### config.mk
export PLATFORM = sky130hd
export DESIGN_NAME = load_store_unit
export DESIGN_NICKNAME = d
export VERILOG_FILES = /design/src/rtl/load_store_unit.sv
export SDC_FILE = /design/constraint.sdc
export NUM_CORES = 1
export LEC_CHECK = 0
export ABC_AREA = 1
export CORE_MARGIN = 2
export CORE_UTILIZATION = 50
export CTS_BUF_LIST = sky130_fd_sc_hd__clkbuf_2
export CTS_CLUSTER_SIZE = 28
export DETAILED_ROUTE_END_ITERATION = 8
export DONT_BUFFER_PORTS = 1
export GPL_TIMING_DRIVEN = 0
export PLACE_DENSITY = 0.71
export SLEW_MARGIN = 0
export SYNTH_ARGS = -nofsm -noshare
export SYNTH_HDL_FRONTEND = slang
export SYNTH_SLANG_ARGS = --single-unit
### constraint.sdc
create_clock -name clk -period 1.75 [get_ports clk]
set_input_delay 0.4375 -clock clk [delete_from_list [all_inputs] [get_ports clk]]
set_output_delay 0.4375 -clock clk [all_outputs]
set_load 0.05 [all_outputs]
### src/rtl/load_store_unit.sv
// rtl/load_store_unit.sv - Load/store unit driving the byte-addressed data memory port.
// Define LSU_MISALIGN_SPLIT_EN to split misaligned half/word accesses into byte beats.
module load_store_unit #(
  parameter int ADDR_W = 12
) (
  input  logic              clk,
  input  logic              rst,
  input  logic              req_valid,
  output logic              req_ready,
  input  logic              req_store,
  input  logic [2:0]        req_func3,
  input  logic [ADDR_W-1:0] req_addr,
  input  logic [31:0]       req_wdata,
  output logic              resp_valid,
  output logic [31:0]       resp_rdata,
  output logic              resp_err,
  output logic              mem_read,
  output logic              mem_write,
  output logic [ADDR_W-1:0] mem_addr,
  output logic [31:0]       mem_wdata,
  output logic [2:0]        mem_func3,
  input  logic [31:0]       mem_rdata,
  input  logic              mem_ack
);

  typedef enum logic [1:0] {
    IDLE   = 2'd0,
    ACCESS = 2'd1,
`ifdef LSU_MISALIGN_SPLIT_EN
    SPLIT  = 2'd2,
`endif
    RESP   = 2'd3
  } state_t;

  state_t            state_q, state_d;
  logic              store_q, store_d;
  logic [2:0]        func3_q, func3_d;
  logic              req_ready_d, resp_valid_d, resp_err_d;
  logic              mem_read_d, mem_write_d;
  logic [31:0]       resp_rdata_d, mem_wdata_d;
  logic [ADDR_W-1:0] mem_addr_d;
  logic [2:0]        mem_func3_d;
  logic              legal, aligned;
`ifdef LSU_MISALIGN_SPLIT_EN
  logic [ADDR_W-1:0] addr_q, addr_d;
  logic [31:0]       wdata_q, wdata_d;
  logic [31:0]       asm_q, asm_d;
  logic [1:0]        k_q, k_d, k_next;
  logic              last_beat;
`endif

  // Data sits in the low bytes; the funct3 code selects width and extension.
  function automatic logic [31:0] ext_load(input logic [2:0] f3, input logic [31:0] d);
    case (f3)
      3'd0:    ext_load = {{24{d[7]}}, d[7:0]};
      3'd1:    ext_load = {{16{d[15]}}, d[15:0]};
      3'd4:    ext_load = {24'd0, d[7:0]};
      3'd5:    ext_load = {16'd0, d[15:0]};
      default: ext_load = d;
    endcase
  endfunction

  always_comb begin
    legal = req_store ? (req_func3 <= 3'd2) : ((req_func3 != 3'd3) && (req_func3 <= 3'd5));
    case (req_func3[1:0])
      2'd0:    aligned = 1'b1;
      2'd1:    aligned = ~req_addr[0];
      default: aligned = (req_addr[1:0] == 2'b00);
    endcase
  end

  always_comb begin
    state_d      = state_q;
    store_d      = store_q;
    func3_d      = func3_q;
    req_ready_d  = req_ready;
    resp_valid_d = 1'b0;
    resp_rdata_d = resp_rdata;
    resp_err_d   = resp_err;
    mem_read_d   = mem_read;
    mem_write_d  = mem_write;
    mem_addr_d   = mem_addr;
    mem_wdata_d  = mem_wdata;
    mem_func3_d  = mem_func3;
`ifdef LSU_MISALIGN_SPLIT_EN
    addr_d    = addr_q;
    wdata_d   = wdata_q;
    asm_d     = asm_q;
    k_d       = k_q;
    k_next    = k_q + 2'd1;
    last_beat = (func3_q[1:0] == 2'd1) ? (k_q == 2'd1) : (k_q == 2'd3);
`endif
    case (state_q)
      IDLE: begin
        if (req_valid && req_ready) begin
          store_d     = req_store;
          func3_d     = req_func3;
          req_ready_d = 1'b0;
`ifdef LSU_MISALIGN_SPLIT_EN
          addr_d  = req_addr;
          wdata_d = req_wdata;
`endif
          if (legal && aligned) begin
            state_d     = ACCESS;
            mem_read_d  = ~req_store;
            mem_write_d = req_store;
            mem_addr_d  = req_addr;
            mem_func3_d = req_func3;
            mem_wdata_d = req_store ? req_wdata : 32'd0;
          end
`ifdef LSU_MISALIGN_SPLIT_EN
          else if (legal) begin
            state_d     = SPLIT;
            k_d         = 2'd0;
            asm_d       = 32'd0;
            mem_read_d  = ~req_store;
            mem_write_d = req_store;
            mem_addr_d  = req_addr;
            mem_func3_d = req_store ? 3'd0 : 3'd4;
            mem_wdata_d = req_store ? {24'd0, req_wdata[7:0]} : 32'd0;
          end
`endif
          else begin
            state_d      = RESP;
            resp_valid_d = 1'b1;
            resp_err_d   = 1'b1;
            resp_rdata_d = 32'd0;
          end
        end
      end
      ACCESS: begin
        if (mem_ack) begin
          state_d      = RESP;
          mem_read_d   = 1'b0;
          mem_write_d  = 1'b0;
          resp_valid_d = 1'b1;
          resp_err_d   = 1'b0;
          resp_rdata_d = store_q ? 32'd0 : ext_load(func3_q, mem_rdata);
        end
      end
`ifdef LSU_MISALIGN_SPLIT_EN
      SPLIT: begin
        if (mem_ack) begin
          asm_d[{k_q, 3'b000} +: 8] = mem_rdata[7:0];
          if (last_beat) begin
            state_d      = RESP;
            mem_read_d   = 1'b0;
            mem_write_d  = 1'b0;
            resp_valid_d = 1'b1;
            resp_err_d   = 1'b0;
            resp_rdata_d = store_q ? 32'd0 : ext_load(func3_q, asm_d);
          end else begin
            // Strobe stays up; only address and byte lane advance.
            k_d         = k_next;
            mem_addr_d  = addr_q + ADDR_W'(k_next);
            mem_wdata_d = store_q ? {24'd0, wdata_q[{k_next, 3'b000} +: 8]} : 32'd0;
          end
        end
      end
`endif
      RESP: begin
        state_d     = IDLE;
        req_ready_d = 1'b1;
      end
      default: state_d = IDLE;
    endcase
  end

  always_ff @(posedge clk) begin
    if (rst) begin
      state_q    <= IDLE;
      store_q    <= 1'b0;
      func3_q    <= 3'd0;
      req_ready  <= 1'b1;
      resp_valid <= 1'b0;
      resp_rdata <= 32'd0;
      resp_err   <= 1'b0;
      mem_read   <= 1'b0;
      mem_write  <= 1'b0;
      mem_addr   <= '0;
      mem_wdata  <= 32'd0;
      mem_func3  <= 3'd0;
`ifdef LSU_MISALIGN_SPLIT_EN
      addr_q  <= '0;
      wdata_q <= 32'd0;
      asm_q   <= 32'd0;
      k_q     <= 2'd0;
`endif
    end else begin
      state_q    <= state_d;
      store_q    <= store_d;
      func3_q    <= func3_d;
      req_ready  <= req_ready_d;
      resp_valid <= resp_valid_d;
      resp_rdata <= resp_rdata_d;
      resp_err   <= resp_err_d;
      mem_read   <= mem_read_d;
      mem_write  <= mem_write_d;
      mem_addr   <= mem_addr_d;
      mem_wdata  <= mem_wdata_d;
      mem_func3  <= mem_func3_d;
`ifdef LSU_MISALIGN_SPLIT_EN
      addr_q  <= addr_d;
      wdata_q <= wdata_d;
      asm_q   <= asm_d;
      k_q     <= k_d;
`endif
    end
  end

endmodule

# --- Word-level counts from Yosys, hierarchy flattened ---
# Cells that the tools add are included.
word_totals:
  reg_bits: 90
  in_bits: 84
  output_inout_bits: 84
op_classes:
  n_lt_le_gt_ge: 2
  n_eq_ne: 11
  muxes: 29
  bitwise_logic: 2
  n_reduce_logical: 15
ops:
  columns: ["op", "count"]
  rows:
  - ["2-to-1 mux 32 bit", 5]
  - ["one-hot mux 32 bit (4 select lines)", 1]
  - ["one-hot mux 32 bit (2 select lines)", 1]
  - ["2-to-1 mux 1 bit", 12]
  - ["one-hot mux 1 bit (2 select lines)", 6]
  - ["!= test 2 bit, second input constant", 4]
  - ["AND reduction 4 bit", 2]
  - ["equality test 3 bit, second input constant", 2]
  - ["zero test 2 bit", 3]
  - ["2-to-1 mux 2 bit", 3]
  - ["AND reduction 2 bit", 3]
  - ["equality test 2 x 1 -> 1 bit, second input constant", 2]
  - ["one-hot mux 2 bit (2 select lines)", 1]
  - ["nonzero test 2 bit", 2]
  - ["equality test 3 x 1 -> 1 bit, second input constant", 1]
  - ["less-or-equal comparator 3 x 2 -> 1 bit, second input constant", 1]
  - ["less-or-equal comparator 3 bit, second input constant", 1]
  - ["logical AND 1 bit", 3]
  - ["zero test 3 bit", 1]
  - ["!= test 3 x 2 -> 1 bit, second input constant", 1]
  - ["AND reduction 3 bit", 1]
  - ["equality test 2 bit, second input constant", 1]
  - ["NOT 1 bit", 2]

# --- Depth between registers and ports, before layout ---
logic_depth:
  depth_word: 7
  mapped_depth: 10
  depth_no_buf: 9

# --- Worst setup path before layout ---
# Ideal clock, no wire load.
synth_timing:
  path_type: "reg2reg"
  startpoint: "register req_ready"
  endpoint: "register resp_rdata[13]"
  arrival_time_ns: 1.499
  required_time_ns: 1.636
  slack_ns: 0.137
  path_stages_with_launch: 10
  synth_period_minus_slack_ns: 1.613
  cell_sequence: "dfxtp_1 > nand2_1 > inv_1 > nand2_1 > buf_4 > o21bai_4 > buf_4 > nand2_1 > nand2_1 > nor2_1"
synth_via:
  elab_chain_cells: 3
synth_rtl:
  columns: ["item", "line_no", "source"]
  rows:
  - ["start: declaration", "9", "output logic req_ready,"]
  - ["start signal: assignment", "193", "req_ready <= req_ready_d;"]
  - ["logical AND 1 bit", "95", "if (req_valid && req_ready) begin"]
  - ["!= test 2 bit (no line)", null, null]
  - ["AND reduction 4 bit (no line)", null, null]
  - ["end signal: assignment", "195", "resp_rdata <= resp_rdata_d;"]
  - ["end: declaration", "15", "output logic [31:0] resp_rdata,"]
# No other way between the ends.
# A chain may end at the register's enable or synchronous reset.

# --- Worst setup path after layout ---
layout_timing:
  startpoint: "register resp_rdata[15]"
  endpoint: "output resp_rdata[15]"
# No word-level cell between the ends.

==> summary.md <==
| Metric | Value |
|---|---|
| Outcome | finished, final reports clean |
| Fmax | 604 MHz |
| Die Y | 92.1 um |
| Unrepaired setup endpoints after global routing | no |
| Slew Viols, Final | 0 |
| M1 wire length | about 4.0 mm |
| Worst EP arrival | 1.22 ns |
| Multi-input gate area | about 1700 um^2 |
| Final period utilization | 94.6% |
| Initial antenna violation count | 0 |
| Pwr Total | ~5 mW |
| Mean area per synthesized cell | 7.17 um^2 |
| 1st-iter DRT viols | 118 |
| Syn_nets | roughly 630 |
| Max_cap viols | 0 |
| Vias | around 3500 |
| Starting Density | 51.1% |
| Post-route ant nets | 0 |
| Sequential element share of the synthesized area | 46.4% |
| Final Setup Violations | 0 |
| Post-Syn Instances | roughly 540 |
| Total global routing track utilization | 23.4% |
| Count of cell types in the netlist | 26 |
| Final Hold Viols | 0 |
| Drt first pass iters | 4 |
| Vias in the first global route | 3500 |
| Reg clk slew, reported paths | 0.23 ns |
| GPL Wtd Cong | 0.747 |
| Synth top area cells | dfxtp_1 46%, nand2_1 14%, nor2_1 11% |
| # placed instances | roughly 640 |
| PD cells | 1160 nW/um^2 |
| Area delta synth->final | 14.0% |
| Core Footprint | 7610 um^2 |
| Grt total ovfl | 0 |
| Num rows | 32 |
| Setup crit end kind | output pin |
| Largest net degree at the start of global routing | 15 |
| Synth Register Bits | 90 |
| Hold_ws | 0.0740 ns |
| Synth top area share | 46.4% |
| Top layer reached by signal wires | met4 |
| Setup TNS | 0 ns |
| # clock sinks | 90 |
| Total wire length | 9.98 mm |
| Reg area | 1840 um^2 |
| Metal3 WL | 948 um |
| Fillers | 731 |
| Max H-tree Level | 3 |
| Max VDD drop | 0.000531 V |
| Post-synth top area cell | dfxtp_1 |
| Leak Pwr | 1.85 nW |
| Diode count | 0 |
| Die area | 8490 um^2 |
| Yosys warnings | 0 |
| Vias per std cell | 5.13 |
| Final net count | 659 |
| Tmin final | 1.66 ns |
| HPWL Detailed | a little over 7 mm |
| Cell Area, Synth | 3880 um^2 |
| Worst Path Max Fanout | 2 |
| Worst skew pair latency | 0.52 ns |
| Die X-Extent | 92.1 um |
| Post-route setup slack | 0.0943 ns |
| First-pass GRT wire length | 16.0 mm |
| Max Root-Sink Buffers | 2 |
| Hold WC Path Type | in2reg |
| CP Data Required Time | 1.31 ns |
| # IOs | 168 |
| CTS root buf | clkbuf_2 |
| Critical Path Start Type | flip-flop |
| DRC | 0 |
| Port bufs | 0 |
| Finished Layout Cells | 682 |
| Pre-CTS WS | -0.100 ns |
| Worst Skew | between 0.02 and 0.03 ns |
| Worst slew pin tran | 0.534 ns |
| Met2 routed WL | 4.83 mm |
| Share of cells above drive strength 1 | 15.7% |
| Critical path class | reg2out |
| Post-CTS Setup Inserts | 0 |
| Worst relative slew slack | 64.4% |
| Routed len/inst | 14.6 um |
| CTS tree | built |
| CTS buffer count | 9 |
## final timing paths
path         cells after the start             end  slack [ns]      startpoint
max                              0  resp_rdata[15]        0.09  resp_rdata[15]
min                              2   mem_wdata[15]        0.07   req_wdata[15]
max reg2reg                      9  resp_rdata[12]        0.20       req_ready
min reg2reg                      2         store_q        0.51         store_q
## cells in the final DEF, fill, tap and decap left out
cell	count
dlygate4sd3_1	22
o21bai_4	1
nor2_1	111
dfxtp_1	62
o211ai_1	1
nand3_2	1
inv_2	5
o21ai_0	33
clkinv_2	1
nor2_4	1
nand2_2	2
buf_2	8
dfxtp_4	1
a21oi_1	40
buf_8	1
inv_1	26
and2_4	1
nand3_4	1
buf_6	8
o21a_1	1
nand2_4	2
clkbuf_2	13
a22oi_1	1
clkbuf_1	10
clkinvlp_4	1
buf_4	8
clkbuf_4	1
dfxtp_2	27
nor2_2	5
nand4_1	32
nand3_1	6
nand2_1	144
bufinv_16	3
## state kept, by name, indices dropped and copies added (netlist names), 2 cells and up
signal	count
state_q	2
mem_func3	3
mem_addr	12
resp_rdata	32
func3_q	3
mem_wdata	32
## cells by family after synthesis
group           after synthesis  synth area share [%]
compound gates               77                  10.5
simple gates                306                  33.5
buf+inv                      69                  9.63
flops                        90                  46.4
## where the power goes
part / switching [mW] / internal, mW / leakage (nW)
clock: 0.683 / 0.625 / 0.0921
combinational: 0.569 / 0.364 / 1.01
sequential: 0.654 / 2.23 / 0.747
total: 1.91 / 3.22 / 1.85
## metal layers
metal  global-route usage [%]  up-vias
li1                         -     1792
met2                     41.3      136
met1                     25.4     1550
met5                        0        -
met3                     9.53       18
met4                     7.71        0
## through the flow
step	cell area (um^2)	utilization, %
2_1_floorplan	3880	-
3_3_place_gp	4010	52.7
3_5_place_dp	4010	52.7
4_1_cts	4310	56.7
5_1_grt	4430	58.2
6_report	4430	58.2
## final cells by class
type | instances | area share (%)
clock inverter | 5 | 2.32
buffer | 38 | 5.88
clock buffer | 11 | 1.24
sequential | 90 | 41.5
multi-input combinational | 383 | 38.6
timing repair buffer | 22 | 4.97
inverter | 31 | 2.63
tap | 102 | 2.88
## synth_stat cells (all sizes together)
cell type	count
o21bai	1
a22oi	1
inv	31
clkbuf	13
nand2	148
nand4	32
a21oi	40
dfxtp	90
nor2	117
and2	1
o21a	1
o211ai	1
buf	25
nand3	8
o21ai	33
## what timing repair did
item                                    4_1_cts  5_1_grt
resized for setup                             1       32
hold buffers                                 14        8
hold endpoints to repair                     14        8
endpoints found under the setup margin       71       51
Power figures use the tool's default switching activity.
